$ cat config.mk
export PLATFORM = sky130hd
export DESIGN_NAME = as6d_pcs_tx_interleaver_pingpong_buf
export DESIGN_NICKNAME = d
export VERILOG_FILES = /design/src/rtl/as6d_pcs_tx_interleaver_pingpong_buf.sv
export SDC_FILE = /design/constraint.sdc
export NUM_CORES = 2
export LEC_CHECK = 0
export ABC_AREA = 0
export CAP_MARGIN = 10
export CORE_UTILIZATION = 47
export CTS_BUF_LIST = sky130_fd_sc_hd__clkbuf_2 sky130_fd_sc_hd__clkbuf_4 sky130_fd_sc_hd__clkbuf_8
export CTS_CLUSTER_SIZE = 28
export DETAILED_ROUTE_END_ITERATION = 10
export PLACE_DENSITY_LB_ADDON = 0.05
export SYNTH_ARGS = -nofsm -noshare
export SYNTH_HDL_FRONTEND = slang
export SYNTH_MEMORY_MAX_BITS = 65536
export SYNTH_SLANG_ARGS = --single-unit
$ cat constraint.sdc
create_clock -name clk -period 11.54 [get_ports clk]
set_input_delay 2.885 -clock clk [delete_from_list [all_inputs] [get_ports clk]]
set_output_delay 2.885 -clock clk [all_outputs]
set_load 0.1 [all_outputs]
$ cat src/rtl/as6d_pcs_tx_interleaver_pingpong_buf.sv
// AS6 PCS TX block interleaver: writes codeword words in natural order into one of two
// ping-pong banks and reads each full bank out column-interleaved across INTLV_DEPTH codewords.
module as6d_pcs_tx_interleaver_pingpong_buf #(
   parameter int DATA_WIDTH  = 72,
   parameter int CW_WORDS    = 8,
   parameter int INTLV_DEPTH = 4
) (
   input  logic                  clk,
   input  logic                  rst_n,
   input  logic                  enable,
   input  logic [DATA_WIDTH-1:0] in_data,
   input  logic                  in_valid,
   input  logic                  in_sof,
   output logic                  in_ready,
   output logic [DATA_WIDTH-1:0] out_data,
   output logic                  out_valid,
   output logic                  out_sof,
   input  logic                  out_ready,
   output logic                  align_err,
   output logic [15:0]           blk_cnt
);

   localparam int CW_AW     = $clog2(CW_WORDS);
   localparam int ID_AW     = $clog2(INTLV_DEPTH);
   localparam int BLK_WORDS = CW_WORDS * INTLV_DEPTH;
   localparam int BLK_AW    = CW_AW + ID_AW;

   logic [DATA_WIDTH-1:0] mem [2][BLK_WORDS];

   logic              wr_bank;
   logic              rd_bank;
   logic [1:0]        bank_full;
   logic [1:0]        bank_full_next;
   logic [BLK_AW-1:0] wr_ptr;
   logic [BLK_AW-1:0] wr_ptr_next;
   logic [BLK_AW-1:0] wr_addr;
   logic [CW_AW-1:0]  rd_w;
   logic [ID_AW-1:0]  rd_cw;

   logic accept;
   logic misalign;
   logic wr_last;
   logic load;
   logic rd_last;

   assign in_ready = enable && !bank_full[wr_bank];
   assign accept   = in_valid && in_ready;
   // A mid-block sof restarts the block: the word lands at address 0.
   assign misalign = accept && in_sof && (wr_ptr != '0);
   assign wr_addr  = misalign ? '0 : wr_ptr;
   assign wr_last  = accept && (wr_addr == BLK_AW'(BLK_WORDS - 1));

   assign load    = enable && bank_full[rd_bank] && (!out_valid || out_ready);
   assign rd_last = load && (rd_w == CW_AW'(CW_WORDS - 1)) && (rd_cw == ID_AW'(INTLV_DEPTH - 1));

   always_comb begin
      wr_ptr_next = wr_ptr;
      if (misalign) begin
         wr_ptr_next = BLK_AW'(1);
      end else if (accept) begin
         wr_ptr_next = wr_ptr + BLK_AW'(1);
      end
   end

   // Set (write side) and clear (read side) never hit the same bank in one cycle.
   for (genvar gi = 0; gi < 2; gi++) begin : g_bank
      assign bank_full_next[gi] = (bank_full[gi] && !(rd_last && (rd_bank == 1'(gi))))
                                || (wr_last && (wr_bank == 1'(gi)));
   end

   always_ff @(posedge clk) begin
      if (accept) begin
         mem[wr_bank][wr_addr] <= in_data;
      end
   end

   always_ff @(posedge clk or negedge rst_n) begin
      if (!rst_n) begin
         wr_bank   <= 1'b0;
         rd_bank   <= 1'b0;
         bank_full <= 2'b00;
         wr_ptr    <= '0;
         rd_w      <= '0;
         rd_cw     <= '0;
         out_data  <= '0;
         out_valid <= 1'b0;
         out_sof   <= 1'b0;
         align_err <= 1'b0;
         blk_cnt   <= 16'd0;
      end else if (!enable) begin
         wr_bank   <= 1'b0;
         rd_bank   <= 1'b0;
         bank_full <= 2'b00;
         wr_ptr    <= '0;
         rd_w      <= '0;
         rd_cw     <= '0;
         out_valid <= 1'b0;
         out_sof   <= 1'b0;
         align_err <= 1'b0;
      end else begin
         wr_ptr    <= wr_ptr_next;
         bank_full <= bank_full_next;
         align_err <= misalign;
         if (wr_last) begin
            wr_bank <= ~wr_bank;
         end
         if (load) begin
            // Column order: codeword index is the fast counter, word index the slow one.
            out_data  <= mem[rd_bank][{rd_cw, rd_w}];
            out_valid <= 1'b1;
            out_sof   <= (rd_cw == '0) && (rd_w == '0);
            rd_cw     <= rd_cw + ID_AW'(1);
            if (rd_cw == ID_AW'(INTLV_DEPTH - 1)) begin
               rd_w <= rd_w + CW_AW'(1);
            end
            if (rd_last) begin
               rd_bank <= ~rd_bank;
               if (blk_cnt != 16'hFFFF) begin
                  blk_cnt <= blk_cnt + 16'd1;
               end
            end
         end else if (out_ready) begin
            out_valid <= 1'b0;
            out_sof   <= 1'b0;
         end
      end
   end

endmodule

# Yosys cells after proc, flatten, opt, wreduce, memory -nomap -nowiden

Memories as Yosys holds them, arrays and structs flattened.
Cells that the tools add are included.

Output and inout port bits: 92
Memories: 1
Word-level logic and storage cells: 98
RAM bits: 4608
Input bits: 78
Register bits: 105

Bitwise operators: 4
Reduce and logical (&&, ||, !) cells: 31
Equal/unequal tests: 10
$add $sub $neg: 4
Multiplexer cells: 32
Order comparisons: 5

Memory list:

| name | words | width | read ports | clocked after Yosys merged registers in | write ports | RTL line | text |
|---|---|---|---|---|---|---|---|
| mem  | 2     | 2304  | 1          | 0                                       | 1           | 28       | `logic [DATA_WIDTH-1:0] mem [2][BLK_WORDS];` |

Operators by type and width:

| operator                                                                     | number |
|---|---|
| 2304-bit 2-to-1 mux                                                          | 1 |
| 72-bit binary-select mux with 5-bit select                                   | 1 |
| 72-bit demux with 5-bit select                                               | 1 |
| 72-bit 2-to-1 mux                                                            | 3 |
| 5-bit 2-to-1 mux                                                             | 4 |
| 1-bit logical AND                                                            | 17 |
| 16-bit by 1-bit adder with 16-bit output, second input constant              | 1 |
| 1-bit 2-to-1 mux                                                             | 16 |
| 16-bit != test, second input constant                                        | 1 |
| 6-bit greater-or-equal comparator, second input constant                     | 2 |
| 5-bit NOT with 6-bit output                                                  | 2 |
| 3-bit 2-to-1 mux                                                             | 3 |
| 2-bit by 1-bit != test with 1-bit output, second input constant              | 4 |
| 6-bit by 1-bit less-than comparator with 1-bit output, second input constant | 1 |
| 2-bit 2-to-1 mux                                                             | 3 |
| 3-bit by 1-bit != test with 1-bit output, second input constant              | 2 |
| 2-bit AND reduction                                                          | 3 |
| 5-bit by 1-bit adder with 5-bit output, second input constant                | 1 |
| 5-bit equality test, second input constant                                   | 1 |
| 5-bit nonzero test                                                           | 1 |
| 1-bit zero test                                                              | 4 |
| 1-bit by 2-bit less-than comparator with 1-bit output, second input constant | 2 |
| 4-bit AND reduction                                                          | 1 |
| 3-bit by 1-bit adder with 3-bit output, second input constant                | 1 |
| 7 further kinds                                                              | 10 |

# Depth between registers and ports, before layout

Depth after elaboration: 14
Mapped depth: 11
Depth with buffers taken out: 6

# Worst setup path after synthesis

Ideal clock, no wire load.

Path type: input to register
From: in enable
To: mem mem[0][576] (netlist name) (enable)
Required time: 10950 ps
Buffers on the path: 2
Library setup time: 590 ps
Stages on the path: 6
Arrival time: 8822 ps
Setup slack: 2128 ps
Cell sequence: clkbuf_1 > and2_1 > and2_1 > clkbuf_1 > nand3_1 > nor3_1

Longest elaborated chain between the ends: 11
Elaborated cells between the ends (all ways): 13
Classes of those cells: order compare: 2; mux: 5; bitwise: 1; reduce/logical: 5

Ends and longest elaborated chain:

| element                                                                                                                          | RTL line | text |
|---|---|---|
| start, declared                                                                                                                  | 10       | `input logic enable,` |
| 1-bit logical AND (*)                                                                                                            | 46       | `assign in_ready = enable && !bank_full[wr_bank];` |
| 1-bit logical AND (*)                                                                                                            | 47       | `assign accept = in_valid && in_ready;` |
| 1-bit logical AND (2 in series)                                                                                                  | 49       | `assign misalign = accept && in_sof && (wr_ptr != '0);` |
| 5-bit 2-to-1 mux                                                                                                                 | 50       | `assign wr_addr = misalign ? '0 : wr_ptr;` |
| 5-bit NOT with 6-bit output (implied by the code)                                                                                | 73       | `mem[wr_bank][wr_addr] <= in_data;` |
| 6-bit greater-or-equal comparator (implied by the code) or 6-bit by 1-bit less-than comparator with 1-bit output (tied branches) | 73       |  |
| 1-bit logical AND (implied by the code)                                                                                          | 73       |  |
| 72-bit 2-to-1 mux (implied by the code)                                                                                          | 73       |  |
| 72-bit demux with 5-bit select                                                                                                   | 73       |  |
| 2304-bit 2-to-1 mux (implied by the code) (*)                                                                                    | 73       |  |
| end, declared                                                                                                                    | 28       |  |

Every way passes the cells marked *; elsewhere a longest branch is shown, timed or not.

# Worst setup path after layout

From: in enable
To: out in_ready

Longest elaborated chain between the ends: 1

Ends and longest elaborated chain:

| element           | RTL line | text |
|---|---|---|
| 1-bit logical AND | 46       |  |
| end, declared     | 14       | `output logic in_ready,` |

Every way passes these cells.

==> impl_results.md <==
* Status: finished, final reports clean
* Via count at a little over 90k
* Mapped Cells at slightly below 9k
* Power Total at ~33 mW
* # nets final at ~9.6k
* Fmax at between 0.1 and 0.15 GHz
* First-pass GRT wire length at 746,000 um
* GPL Wtd Cong at just over 0.8
* YS warnings at 0
* All-Layer GR Usage at between 20 and 30%
* Slew @ Worst Pin at ~1200 ps
* Post-Synth Adder-Cell Area at less than 1%
* Core Area at about 380,000 um2
* H-tree levels at 6
* Antenna viol nets, final at 0
* Post-synthesis async set-or-reset flop share at between 2 and 2.5%
* Startpoint types: input port
* Share of layout cells above drive strength 1 at between 20% and 30%
* Min cycle time layout at between 7000 and 8000 ps
* Synth unique cells at 47
* Residual DRC count at 0
* Worst vdd ir at about 110 uV
* Pint at ~26 mW
* Yosys reg bits at between 4k and 5k
* Largest family of logic cells by synthesized area: multiplexers
* FF-to-FF setup slack at 6250 ps
* Via/cell ratio at about 6.1
* Max-Cap Viols at 0
* Cts repair resizes at 0
* Clk_lat worst skew at around 1200 ps
* Clock Tree Buf Depth at 4
* Syn Area/Cell at 20.4 um2
* RSZ-0062 raised after global routing: no
* Clk root buf: clkbuf_8
* Pleak at 62.3 nW
* Post-DP HPWL at between 300,000 and 400,000 um
* Area added between synthesis and finish at 12.6%
* Drt first pass iters at 8
* Sequential fraction of the synthesis area at 78.0%
* Most used DFF post-synth: edfxtp_1
* Critical Path Fanout Max at 19
* Routed WL per cell at approximately 36 um
* Worst hold path stage count at 1
* I/O Buffers at 169
* Worst R2R Start: rd_bank$_DFFE_PN0P_
* Max-slew violations at 0
* Die height at just over 600 um
* TritonCTS clock tree: done
* WL final at between 500,000 and 600,000 um
* Clk slew on worst S/H paths at around 70 ps
* EDFF count, synth at 4,608
* Clk_skew at 47.9 ps
* Final period util at 67.7%
* Worst hold endpoint: blk_cnt[15]$_DFFE_PN0P_
* Clk pwr share at ~42%
* Hold Vio Cnt, Final at 0
* Combinational Power Share at 1.4%
* Setup Crit Path Kind: input port to output port
* Number of antenna violations at the first check in global routing at 32
* Fin Setup TNS at 0 ps
* Pre-CTS setup slack at roughly 3700 ps
* Detailed Route Iter0 Violations at 9,841
* GRT Residual Overflow at 0
* Post-synthesis mux area share at between 10 and 15%
* Sw Share at between 20% and 30%
* Final setup vio count at 0
* Worst hold margin at between 500 and 600 ps
* Vias in the first global route at ~92k
* Io pins at 170
* CTS sink count at 4,713
* Starting density of the core at 47.2%
* Synthesized cell area at approximately 180,000 um2
* Worst Setup End Kind: output port
* Syn_nets at about 8.9k
* Worst endpoint data arrival time at slightly below 5000 ps
* HP Start: blk_cnt[15]$_DFFE_PN0P_
* TritonCTS Buffers at 767
* Top layer reached by signal wires: met5
* Routed length on met3 at between 30,000 and 40,000 um
* Seq pwr share at 56.4%
* Rows at roughly 230
* Die Width at slightly above 600 um
* Sw power at ~7.1 mW
* Compound-Gate Fraction of Synth Area at ~3.7%
* WL met2 at 270,000 um
* Pwr dens at 164 nW/um2
* Hold Crit Class: flop to flop
* Pin count of the biggest net entering global routing at 126
* Setup bufs post-CTS at 0
* R2r endpoint: out_data[48]$_DFFE_PN0P_
* M1 WL at around 220,000 um
* Data required, critical path at 8660 ps
* Full die area at 387,000 um2
* Setup ws final at approximately 3700 ps
* R2r worst-path depth at 8
* Post-Synth XOR/XNOR Area at 0.102%
* Post-synthesis simple-gate area fraction at between 2 and 2.5%
* # hold bufs at CTS at 0
* Slew HR at a little under a fifth
cell families (layout without fill, tap and decap cells):
kind of cell | Yosys count | count (layout)
AO/OA/AOI/OAI | 810 | 810
XOR/XNOR | 21 | 21
adder cells (fa/ha/maj) | 8 | 8
buffers and inverters | 532 | 1825
flip-flops | 4713 | 4713
multiplexers | 1875 | 1875
other | 0 | 11
AND/OR/NAND/NOR | 889 | 889
sequential cells by signal, indices dropped and copies added, names as in the netlist, 2 cells and up:
signal and flops:
wr_ptr 5, out_data 72, blk_cnt 16, mem 4608, bank_full 2, rd_w 3
rd_cw 2
power groups by stage:
stage	combinational (mW)	sequential [mW]	clock [mW]
3_5_place_dp	0.490	19.2	0
6_report	0.475	18.8	14.1
4_1_cts	0.490	18.8	14.3
3_3_place_gp	0.471	19.2	0
5_1_grt	0.498	18.8	15.1
2_1_floorplan	0.0444	19.2	0
critical path: stages:
cell and delay, ps:
clkdlybuf4s50_1 470, buf_4 250, and2_1 180, clkdlybuf4s50_1 1140
worst max-delay path by stage:
stage                       from                    end  slack (ps)  depth (start not counted)
after global routing      enable               in_ready        3700                          4
after CTS                 enable               in_ready        3710                          4
after detailed placement  enable               in_ready        3720                          4
after floorplan           enable  mem[0][576]$_DFFE_PP_        2130                          6
final                     enable               in_ready        3730                          4
after global placement    enable               in_ready        3700                          4
area by class of cell:
cell class | count | area [um2]
inverters | 9 | 41.3
clock inverters | 318 | 1730
multi-input cells | 3603 | 37600
fillers | 29800 | 179000
flip-flops and latches | 4713 | 141000
diodes | 11 | 27.5
repair buffers | 416 | 3700
clock buffers | 1082 | 13100
well taps | 5038 | 6300
routing by layer:
layer	track usage, %	vias up
li1	-	38200
met1	37.4	49500
met2	46.4	3567
met3	3.57	753
met4	9.93	6
met5	0	-
synthesized netlist by cell type, types with 2 or more instances:
library cell / count / area (um2)
inv_1: 8 / 30.0
dfrtp_1: 105 / 2630
ha_1: 8 / 100
o21a_1: 3 / 22.5
xnor2_1: 16 / 140
a32o_1: 142 / 1420
buf_6: 28 / 315
edfxtp_1: 4608 / 138000
and3_1: 3 / 18.8
buf_4: 57 / 428
nor3_1: 76 / 380
a21oi_1: 4 / 20.0
xor2_1: 5 / 43.8
mux2i_1: 1296 / 13000
a21boi_0: 5 / 37.5
buf_2: 236 / 1180
clkbuf_1: 180 / 676
a221o_1: 72 / 721
o21ai_0: 2 / 10.0
nand2_1: 315 / 1180
buf_1: 22 / 82.6
nor2_1: 80 / 300
and4_1: 2 / 17.5
mux4_2: 577 / 13000
nor2b_1: 6 / 37.5
nand4_1: 85 / 532
nand3_1: 305 / 1530
and2_1: 8 / 50.1
a22oi_1: 576 / 4320
metrics by stage:
step	area, um2	util (%)	std cells
floorplan	181000	-	8848
global placement	189000	49.3	13800
detailed placement	189000	49.3	13800
CTS	203000	53.2	15200
global route	204000	53.2	15200
finish	204000	53.2	15200
cells in the final DEF (no fill, tap or decap), types with 7 or more instances in the layout:
master           synthesis  routed
buf_4                   57     273
and2_1                   8       7
edfxtp_1              4608    4608
clkbuf_4                 0     284
buf_2                  236      18
nand3_1                305     305
xnor2_1                 16      16
mux4_2                 577     577
nor2_4                   0      67
a22oi_1                576     576
dfrtp_1                105     102
clkinv_8                 0       7
inv_6                    0      16
inv_1                    8       8
clkbuf_8                 0     799
ha_1                     8       8
buf_12                   0      28
a32o_1                 142     142
diode_2                  0      11
nand4_1                 85      85
nor2_1                  80      13
nor3_1                  76      74
clkdlybuf4s50_1          0      94
nand2_1                315     313
clkinv_2                 0      62
a221o_1                 72      72
clkinv_1                 0     200
clkinvlp_4               0      16
mux2i_1               1296    1296
inv_8                    0       8
(Power assumes the default switching activity.)
